$ cat src/rtl/hpb_wr_initiator_pkg.sv
// ============================================================================
// Package : hpb_pkg
// Purpose : Shared types and width constants for the HPB per-symbol
//           parameter write path (host initiator <-> RAM control block).
// Contents: HPB_ADDR_W / HPB_DATA_W default widths, WR_EN_W byte-enable
//           width, hpb_cmd_t command record, hpb_init_state_t FSM states.
// Revision: 1.0 - initial release
// ============================================================================
`timescale 1ns/1ps
`default_nettype none

package hpb_pkg;

  localparam int HPB_ADDR_W = 14;
  localparam int HPB_DATA_W = 64;
  localparam int WR_EN_W    = 8;

  typedef struct packed {
    logic [HPB_ADDR_W-1:0] addr;
    logic [HPB_DATA_W-1:0] data;
    logic [WR_EN_W-1:0]    byte_en;
  } hpb_cmd_t;

  typedef enum logic [1:0] {
    IDLE = 2'd0,
    REQ  = 2'd1,
    GAP  = 2'd2
  } hpb_init_state_t;

endpackage : hpb_pkg

`default_nettype wire

$ cat src/rtl/hpb_wr_initiator_if.sv
// ============================================================================
// Interface : hpb_if
// Purpose   : Write request bus between the HPB initiator and the strategy
//             RAM control block.
// Signals   : hpb_wr_req      request, held until completion
//             hpb_wr_addr     request address
//             hpb_wr_data     request data
//             hpb_wr_byte_en  request byte enables
//             rcb_wr_done     one-cycle completion pulse from responder
// Modports  : master (initiator side), slave (RAM control block side)
// Revision  : 1.0 - initial release
// ============================================================================
`timescale 1ns/1ps
`default_nettype none

interface hpb_if
  import hpb_pkg::*;
#(
  parameter int ADDR_W = HPB_ADDR_W,
  parameter int DATA_W = HPB_DATA_W
);

  logic                  hpb_wr_req;
  logic [ADDR_W-1:0]     hpb_wr_addr;
  logic [DATA_W-1:0]     hpb_wr_data;
  logic [DATA_W/8-1:0]   hpb_wr_byte_en;
  logic                  rcb_wr_done;

  modport master (
    output hpb_wr_req,
    output hpb_wr_addr,
    output hpb_wr_data,
    output hpb_wr_byte_en,
    input  rcb_wr_done
  );

  modport slave (
    input  hpb_wr_req,
    input  hpb_wr_addr,
    input  hpb_wr_data,
    input  hpb_wr_byte_en,
    output rcb_wr_done
  );

endinterface : hpb_if

`default_nettype wire

$ cat src/rtl/hpb_wr_initiator_cmd_fifo.sv
// ============================================================================
// Module  : hpb_cmd_fifo
// Purpose : Small synchronous FIFO of hpb_cmd_t write commands.
// Ports   : clk, reset_n (async active-low)
//           push, push_cmd   write side (ignored when full)
//           pop              read side (ignored when empty)
//           head             oldest entry, valid while !empty
//           empty            registered occupancy == 0
//           full_nxt         occupancy == DEPTH after this edge
//           empty_nxt        occupancy == 0 after this edge
// Revision: 1.0 - initial release
// ============================================================================
`timescale 1ns/1ps
`default_nettype none

module hpb_cmd_fifo
  import hpb_pkg::*;
#(
  parameter int DEPTH = 4
) (
  input  wire logic     clk,
  input  wire logic     reset_n,
  input  wire logic     push,
  input  wire hpb_cmd_t push_cmd,
  input  wire logic     pop,
  output hpb_cmd_t      head,
  output logic          empty,
  output logic          full_nxt,
  output logic          empty_nxt
);

  localparam int PTR_W = (DEPTH > 1) ? $clog2(DEPTH) : 1;
  localparam logic [PTR_W:0]   FULL_CNT = (PTR_W+1)'(DEPTH);
  localparam logic [PTR_W:0]   CNT_ONE  = (PTR_W+1)'(1);
  localparam logic [PTR_W-1:0] PTR_ONE  = PTR_W'(1);

  hpb_cmd_t         mem [DEPTH];
  logic [PTR_W-1:0] wr_ptr;
  logic [PTR_W-1:0] rd_ptr;
  logic [PTR_W:0]   count;
  logic [PTR_W:0]   count_nxt;
  logic             full;
  logic             push_ok;
  logic             pop_ok;

  assign full    = (count == FULL_CNT);
  assign empty   = (count == '0);
  assign push_ok = push && !full;
  assign pop_ok  = pop && !empty;
  assign head    = mem[rd_ptr];

  always_comb begin
    count_nxt = count;
    if (push_ok && !pop_ok) begin
      count_nxt = count + CNT_ONE;
    end else if (!push_ok && pop_ok) begin
      count_nxt = count - CNT_ONE;
    end
  end

  assign full_nxt  = (count_nxt == FULL_CNT);
  assign empty_nxt = (count_nxt == '0);

  // Pointer arithmetic relies on DEPTH being a power of two so the natural
  // wrap of PTR_W bits equals wrap mod DEPTH.
  always_ff @(posedge clk or negedge reset_n) begin
    if (!reset_n) begin
      wr_ptr <= '0;
      rd_ptr <= '0;
      count  <= '0;
    end else begin
      if (push_ok) wr_ptr <= wr_ptr + PTR_ONE;
      if (pop_ok)  rd_ptr <= rd_ptr + PTR_ONE;
      count <= count_nxt;
    end
  end

  // Storage needs no reset: an entry is only read after it has been written.
  always_ff @(posedge clk) begin
    if (push_ok) mem[wr_ptr] <= push_cmd;
  end

endmodule : hpb_cmd_fifo

`default_nettype wire

$ cat src/rtl/hpb_wr_initiator.sv
// ============================================================================
// Module  : hpb_wr_initiator
// Purpose : Host-side initiator for the HPB per-symbol parameter write
//           interface. Buffers host write commands and issues them one at a
//           time to the RAM control block, holding each request until the
//           completion pulse (or a timeout) and then inserting one idle cycle.
// Ports   : clk, reset_n                 clock, async active-low reset
//           cfg_valid/ready/addr/data/byte_en   host command port
//           hpb (hpb_if.master)          request bus to RAM control block
//           err_clr                      clears sticky error flags
//           busy                         work pending or in flight
//           wr_done_cnt                  completed writes (wraps)
//           err_timeout                  sticky: request aborted on timeout
//           err_unexp_done               sticky: completion seen while idle
// Revision: 1.0 - initial release
// ============================================================================
`timescale 1ns/1ps
`default_nettype none

module hpb_wr_initiator
  import hpb_pkg::*;
#(
  parameter int HPB_ADDR_WIDTH = HPB_ADDR_W,
  parameter int HPB_DATA_WIDTH = HPB_DATA_W,
  parameter int FIFO_DEPTH     = 4,
  parameter int TIMEOUT_CYCLES = 1024,
  parameter int CNT_WIDTH      = 16
) (
  input  wire logic                        clk,
  input  wire logic                        reset_n,
  input  wire logic                        cfg_valid,
  output logic                             cfg_ready,
  input  wire logic [HPB_ADDR_WIDTH-1:0]   cfg_addr,
  input  wire logic [HPB_DATA_WIDTH-1:0]   cfg_data,
  input  wire logic [HPB_DATA_WIDTH/8-1:0] cfg_byte_en,
  hpb_if.master                            hpb,
  input  wire logic                        err_clr,
  output logic                             busy,
  output logic [CNT_WIDTH-1:0]             wr_done_cnt,
  output logic                             err_timeout,
  output logic                             err_unexp_done
);

  localparam int               TO_W    = (TIMEOUT_CYCLES > 1) ? $clog2(TIMEOUT_CYCLES) : 1;
  localparam bit               TO_EN   = (TIMEOUT_CYCLES != 0);
  localparam logic [TO_W-1:0]  TO_LAST = TO_W'((TIMEOUT_CYCLES > 0) ? TIMEOUT_CYCLES - 1 : 0);
  localparam logic [TO_W-1:0]  TO_ONE  = TO_W'(1);
  localparam logic [CNT_WIDTH-1:0] CNT_ONE = CNT_WIDTH'(1);

  hpb_init_state_t state;
  hpb_init_state_t state_nxt;

  hpb_cmd_t  push_cmd;
  hpb_cmd_t  head;
  logic      push;
  logic      pop;
  logic      load;
  logic      done_inc;
  logic      abort;
  logic      unexp;
  logic      fifo_empty;
  logic      fifo_full_nxt;
  logic      fifo_empty_nxt;

  logic [TO_W-1:0]             to_cnt;
  logic                        wr_req_q;
  logic [HPB_ADDR_WIDTH-1:0]   wr_addr_q;
  logic [HPB_DATA_WIDTH-1:0]   wr_data_q;
  logic [HPB_DATA_WIDTH/8-1:0] wr_be_q;

  // cfg_ready is registered from the post-edge FIFO occupancy, so it is
  // exact every cycle and a push can never be offered to a full FIFO.
  assign push             = cfg_valid && cfg_ready;
  assign push_cmd.addr    = cfg_addr;
  assign push_cmd.data    = cfg_data;
  assign push_cmd.byte_en = cfg_byte_en;

  hpb_cmd_fifo #(
    .DEPTH (FIFO_DEPTH)
  ) u_fifo (
    .clk       (clk),
    .reset_n   (reset_n),
    .push      (push),
    .push_cmd  (push_cmd),
    .pop       (pop),
    .head      (head),
    .empty     (fifo_empty),
    .full_nxt  (fifo_full_nxt),
    .empty_nxt (fifo_empty_nxt)
  );

  always_comb begin
    state_nxt = state;
    pop       = 1'b0;
    load      = 1'b0;
    done_inc  = 1'b0;
    abort     = 1'b0;
    unexp     = 1'b0;
    case (state)
      IDLE: begin
        if (hpb.rcb_wr_done) unexp = 1'b1;
        if (!fifo_empty) begin
          state_nxt = REQ;
          load      = 1'b1;
        end
      end
      REQ: begin
        if (hpb.rcb_wr_done) begin
          pop       = 1'b1;
          done_inc  = 1'b1;
          state_nxt = GAP;
        end else if (TO_EN && (to_cnt == TO_LAST)) begin
          // Aborted entry is discarded; a late completion may still arrive
          // in GAP and is counted there.
          pop       = 1'b1;
          abort     = 1'b1;
          state_nxt = GAP;
        end
      end
      GAP: begin
        // The responder only re-arms after seeing req low, so GAP always
        // lasts exactly one cycle.
        if (hpb.rcb_wr_done) done_inc = 1'b1;
        if (!fifo_empty) begin
          state_nxt = REQ;
          load      = 1'b1;
        end else begin
          state_nxt = IDLE;
        end
      end
      default: state_nxt = IDLE;
    endcase
  end

  always_ff @(posedge clk or negedge reset_n) begin
    if (!reset_n) begin
      state          <= IDLE;
      to_cnt         <= '0;
      wr_req_q       <= 1'b0;
      wr_addr_q      <= '0;
      wr_data_q      <= '0;
      wr_be_q        <= '0;
      cfg_ready      <= 1'b0;
      busy           <= 1'b0;
      wr_done_cnt    <= '0;
      err_timeout    <= 1'b0;
      err_unexp_done <= 1'b0;
    end else begin
      state     <= state_nxt;
      wr_req_q  <= (state_nxt == REQ);
      cfg_ready <= !fifo_full_nxt;
      busy      <= (state_nxt != IDLE) || !fifo_empty_nxt;

      if (load) begin
        wr_addr_q <= head.addr;
        wr_data_q <= head.data;
        wr_be_q   <= head.byte_en;
        to_cnt    <= '0;
      end else if (state == REQ) begin
        to_cnt    <= to_cnt + TO_ONE;
      end

      if (done_inc) wr_done_cnt <= wr_done_cnt + CNT_ONE;

      // Set has priority over clear.
      if (abort)        err_timeout <= 1'b1;
      else if (err_clr) err_timeout <= 1'b0;

      if (unexp)        err_unexp_done <= 1'b1;
      else if (err_clr) err_unexp_done <= 1'b0;
    end
  end

  assign hpb.hpb_wr_req     = wr_req_q;
  assign hpb.hpb_wr_addr    = wr_addr_q;
  assign hpb.hpb_wr_data    = wr_data_q;
  assign hpb.hpb_wr_byte_en = wr_be_q;

endmodule : hpb_wr_initiator

`default_nettype wire

$ cat src/flat_wrapper.sv
// flat-port wrapper written by rule: the top's interface ports become plain ports
module hpb_wr_initiator_flat import hpb_pkg::*;
#(
  parameter int HPB_ADDR_WIDTH = HPB_ADDR_W,
  parameter int HPB_DATA_WIDTH = HPB_DATA_W,
  parameter int FIFO_DEPTH     = 4,
  parameter int TIMEOUT_CYCLES = 1024,
  parameter int CNT_WIDTH      = 16
)
  (clk, reset_n, cfg_valid, cfg_ready, cfg_addr, cfg_data, cfg_byte_en, err_clr, busy, wr_done_cnt, err_timeout, err_unexp_done, hpb_hpb_wr_req, hpb_hpb_wr_addr, hpb_hpb_wr_data, hpb_hpb_wr_byte_en, hpb_rcb_wr_done);
  hpb_if hpb_i ();
  input  wire logic clk;
  input  wire logic reset_n;
  input  wire logic cfg_valid;
  output logic cfg_ready;
  input  wire logic [HPB_ADDR_WIDTH-1:0] cfg_addr;
  input  wire logic [HPB_DATA_WIDTH-1:0] cfg_data;
  input  wire logic [HPB_DATA_WIDTH/8-1:0] cfg_byte_en;
  input  wire logic err_clr;
  output logic busy;
  output logic [CNT_WIDTH-1:0] wr_done_cnt;
  output logic err_timeout;
  output logic err_unexp_done;
  output wire logic [$bits(hpb_i.hpb_wr_req)-1:0] hpb_hpb_wr_req;
  output wire logic [$bits(hpb_i.hpb_wr_addr)-1:0] hpb_hpb_wr_addr;
  output wire logic [$bits(hpb_i.hpb_wr_data)-1:0] hpb_hpb_wr_data;
  output wire logic [$bits(hpb_i.hpb_wr_byte_en)-1:0] hpb_hpb_wr_byte_en;
  input wire logic [$bits(hpb_i.rcb_wr_done)-1:0] hpb_rcb_wr_done;
  assign hpb_hpb_wr_req = hpb_i.hpb_wr_req;
  assign hpb_hpb_wr_addr = hpb_i.hpb_wr_addr;
  assign hpb_hpb_wr_data = hpb_i.hpb_wr_data;
  assign hpb_hpb_wr_byte_en = hpb_i.hpb_wr_byte_en;
  assign hpb_i.rcb_wr_done = hpb_rcb_wr_done;
  hpb_wr_initiator #(.HPB_ADDR_WIDTH(HPB_ADDR_WIDTH), .HPB_DATA_WIDTH(HPB_DATA_WIDTH), .FIFO_DEPTH(FIFO_DEPTH), .TIMEOUT_CYCLES(TIMEOUT_CYCLES), .CNT_WIDTH(CNT_WIDTH)) u_core (.clk(clk), .reset_n(reset_n), .cfg_valid(cfg_valid), .cfg_ready(cfg_ready), .cfg_addr(cfg_addr), .cfg_data(cfg_data), .cfg_byte_en(cfg_byte_en), .hpb(hpb_i), .err_clr(err_clr), .busy(busy), .wr_done_cnt(wr_done_cnt), .err_timeout(err_timeout), .err_unexp_done(err_unexp_done));
endmodule
$ cat config.mk
export PLATFORM = sky130hd
export DESIGN_NAME = hpb_wr_initiator_flat
export DESIGN_NICKNAME = d
export VERILOG_FILES = /design/src/rtl/hpb_wr_initiator_pkg.sv /design/src/rtl/hpb_wr_initiator_if.sv /design/src/rtl/hpb_wr_initiator_cmd_fifo.sv /design/src/rtl/hpb_wr_initiator.sv /design/src/flat_wrapper.sv
export SDC_FILE = /design/constraint.sdc
export NUM_CORES = 1
export LEC_CHECK = 0
export BUFFER_PORTS_ARGS = -buffer_cell sky130_fd_sc_hd__clkbuf_2
export CAP_MARGIN = 15
export CORE_ASPECT_RATIO = 0.5
export CORE_MARGIN = 1
export CORE_UTILIZATION = 45
export CTS_BUF_LIST = sky130_fd_sc_hd__clkbuf_2
export DETAILED_ROUTE_END_ITERATION = 7
export PLACE_DENSITY = 0.62
export SKIP_CTS_REPAIR_TIMING = 1
export SLEW_MARGIN = 0
export SYNTH_ARGS = -nofsm -noshare
export SYNTH_HDL_FRONTEND = slang
export SYNTH_SLANG_ARGS = --single-unit
$ cat constraint.sdc
create_clock -name clk -period 7.5 [get_ports clk]
set_input_delay 0.75 -clock clk [delete_from_list [all_inputs] [get_ports clk]]
set_output_delay 0.75 -clock clk [all_outputs]
set_load 0.1 [all_outputs]
==> impl_metrics.toml <==
[outcome]
outcome = "finished, final reports clean"

[clock_tree]
cts_buffers = 99
insertion_delay_ns = 1.00
clk_pin_slew_ns = 0.12
clk_path_buf_depth = 3
numClockSinks = 470
cts_tree = "done"
cts_htree_levels = 3
clockRootBuffer = "clkbuf_2"

[synth]
synth_top_cell_by_area = "edfxtp_1"
synth_fp_nets = 923
yosys_register_bits = 470
synth.avg_cell_area_um2 = 21.4
synth_area_leaders = "edfxtp_1 (59%), dfrtp_1 (18%), mux4_2 (11%), mux2_2 (5.6%), ha_1 (0.93%)"
yosysTopAreaCellShare_pct = 59.0
ys_types = 39
synth_common_cells = "edfxtp_1 (344), dfrtp_1 (126), mux2_2 (87)"
synth_area_um2 = 17500
synth-main-ff-cell = "edfxtp_1"
synth_edf_count = 344
yosysMostFrequentCell = "edfxtp_1"
ys_warn_count = 0
synth_cells = 819
async_flop_share_pct = 26.8
yosysSeqAreaShare_pct = 77.0

[worst_setup_path]
critPathArrivalTime_ns = 3.98
path_max_fanout = 41
timing.rr.end = "u_core.hpb.hpb_wr_data[56]"
crit_path_frequent_cell = "buf_4"
cp.required_ns = 8.38
startpoint_type = "register"
worstSetupPathType = "register to register"
r2r_start = "u_core.u_fifo.rd_ptr[0]"
max_stage_delay_ns = 1.02
crit_chain = "buf_4 > buf_4 > mux4_2 > mux2_2"
slowest_stage = "dfrtp_4"
r2r_slack_ns = 4.40
r2r_cells = 4
cp-end-kind = "register"

[floorplan]
ios = 198
num_rows = 50
die_h_um = 142
start_util_pct = 46.3
dieArea_um2 = 39800
die_w_um = 281
core-area_um2 = 37800

[placed_design]
gp_congestion = 0.734
portBuffers = 197
dp_slack_ns = 4.25
dp_hpwl_mm = 19.5

[timing]
min_period_ns = 3.10
setup-violations-final = 0
maxSlewViolCount = 0
tns_ns = 0
finalCritPeriodShare_pct = 41.4
fmax_ghz = 0.322
rsz0062_at_grt = "no"
setup_slack_ns = 4.40
hold_ws_ns = 0.104
slew_headroom_pct = 33.4
tightest_slew_ns = 0.998
hold_viol = 0
finClkSkew_ns = 0.0624

[grt]
first_global_vias = 9514
grt_antenna_before_repair = 1
grt_max_degree = 67
grt_overflow = 0
grt_use_total_pct = 17.9
grt_pass1_wl_mm = 53.4

[hold_path]
min_from = "hpb_rcb_wr_done"
min_to = "u_core.err_unexp_done"
worstHoldPathType = "input port to register"
whs_path_depth = 3

[detailed_routing]
postRouteWirelength_mm = 34.6
drt_pass1_iterations = 5
routedWlPerCell_um = 19.4
drtIter0Drc = 422
route.vias.total = 8959
via_per_inst = 5.02
drc = 0
ant_nets = 0

[final_layout]
layout-drive-gt1-share_pct = 44.3
final_nets = 1286
area_growth_pct = 19.5

[job]
cap_viol_max_count = 0
cell families (layout without fill, tap and decap cells):
family,count (synthesis),count (layout),synth area share [%]
buf+inv,44,490,1.00
compound gates,17,17,0.693
fa+ha+maj,15,15,1.04
flops,470,470,77.0
mux,174,174,16.7
xor+xnor,28,28,1.40
simple gates,71,71,2.20
other cells,0,1,0
critical path, delay by kind of cell, from the launching register on:
family	cells	cell delay, ns
DFF	1	1.02
buffers and inverters	2	1.11
muxes	2	0.84
area by class of cell:
class	instances	area, um2
antenna	1	2.50
tap	520	651
fill	3001	16900
multi-input combinational	305	3880
clock inverter	24	129
sequential	470	13500
timing repair buffer	295	1950
inverter	11	41.3
clock buffer	160	801
worst max-delay path by stage:
stage	endpoint	cells past startpoint	startpoint
CTS	u_core.hpb.hpb_wr_data[56]	4	u_core.u_fifo.rd_ptr[0]
global placement	u_core.hpb.hpb_wr_data[56]	4	u_core.u_fifo.rd_ptr[0]
finish	u_core.hpb.hpb_wr_data[56]	4	u_core.u_fifo.rd_ptr[0]
floorplan	u_core.u_fifo.mem[0][0]	3	u_core.cfg_ready
detailed placement	u_core.hpb.hpb_wr_addr[6]	4	u_core.u_fifo.rd_ptr[0]
global route	u_core.hpb.hpb_wr_data[63]	4	u_core.u_fifo.rd_ptr[0]
state kept, by name (all words and copies together) (netlist names), 3 cells and up:
register and cells:
u_core.u_fifo.count 3, u_core.to_cnt 10, u_core.wr_done_cnt 16, u_core.u_fifo.mem 344, u_core.hpb.hpb_wr_data 64, u_core.hpb.hpb_wr_byte_en 8
u_core.hpb.hpb_wr_addr 14
cells in the final DEF (no fill, tap or decap), types with 3 or more instances in the layout:
cell type	count
a21oi_1	5
and2_4	4
and3_1	3
buf_4	10
clkbuf_2	356
clkinv_1	16
dfrtp_1	124
dlygate4sd3_1	88
edfxtp_1	344
ha_1	13
inv_1	11
inv_2	3
mux2_2	87
mux4_2	86
nand2_1	18
nand3_1	4
nand4_1	11
nor2_1	16
o21ai_0	5
xnor2_1	17
xor2_1	11
per-layer routing:
layer	vias up	part of all wire [%]	track usage, %
met2	167	53	31.6
met1	4677	41	21.5
met4	0	1.7	6.24
met3	60	4.0	4.43
met5	-	0	0
li1	4055	-	-
stage by stage:
| stage | cell area (um2) | utilization, % | cells |
|---|---|---|---|
| after floorplan | 17500 | - | 819 |
| after global placement | 19100 | 50.5 | 1513 |
| after detailed placement | 19100 | 50.5 | 1513 |
| after CTS | 20100 | 53.0 | 1697 |
| after global routing | 20900 | 55.3 | 1786 |
| final | 20900 | 55.3 | 1786 |
Power is left out: the tool's default activity adds up to more than one toggle a clock period on the data nets, which glitch-free logic cannot reach.
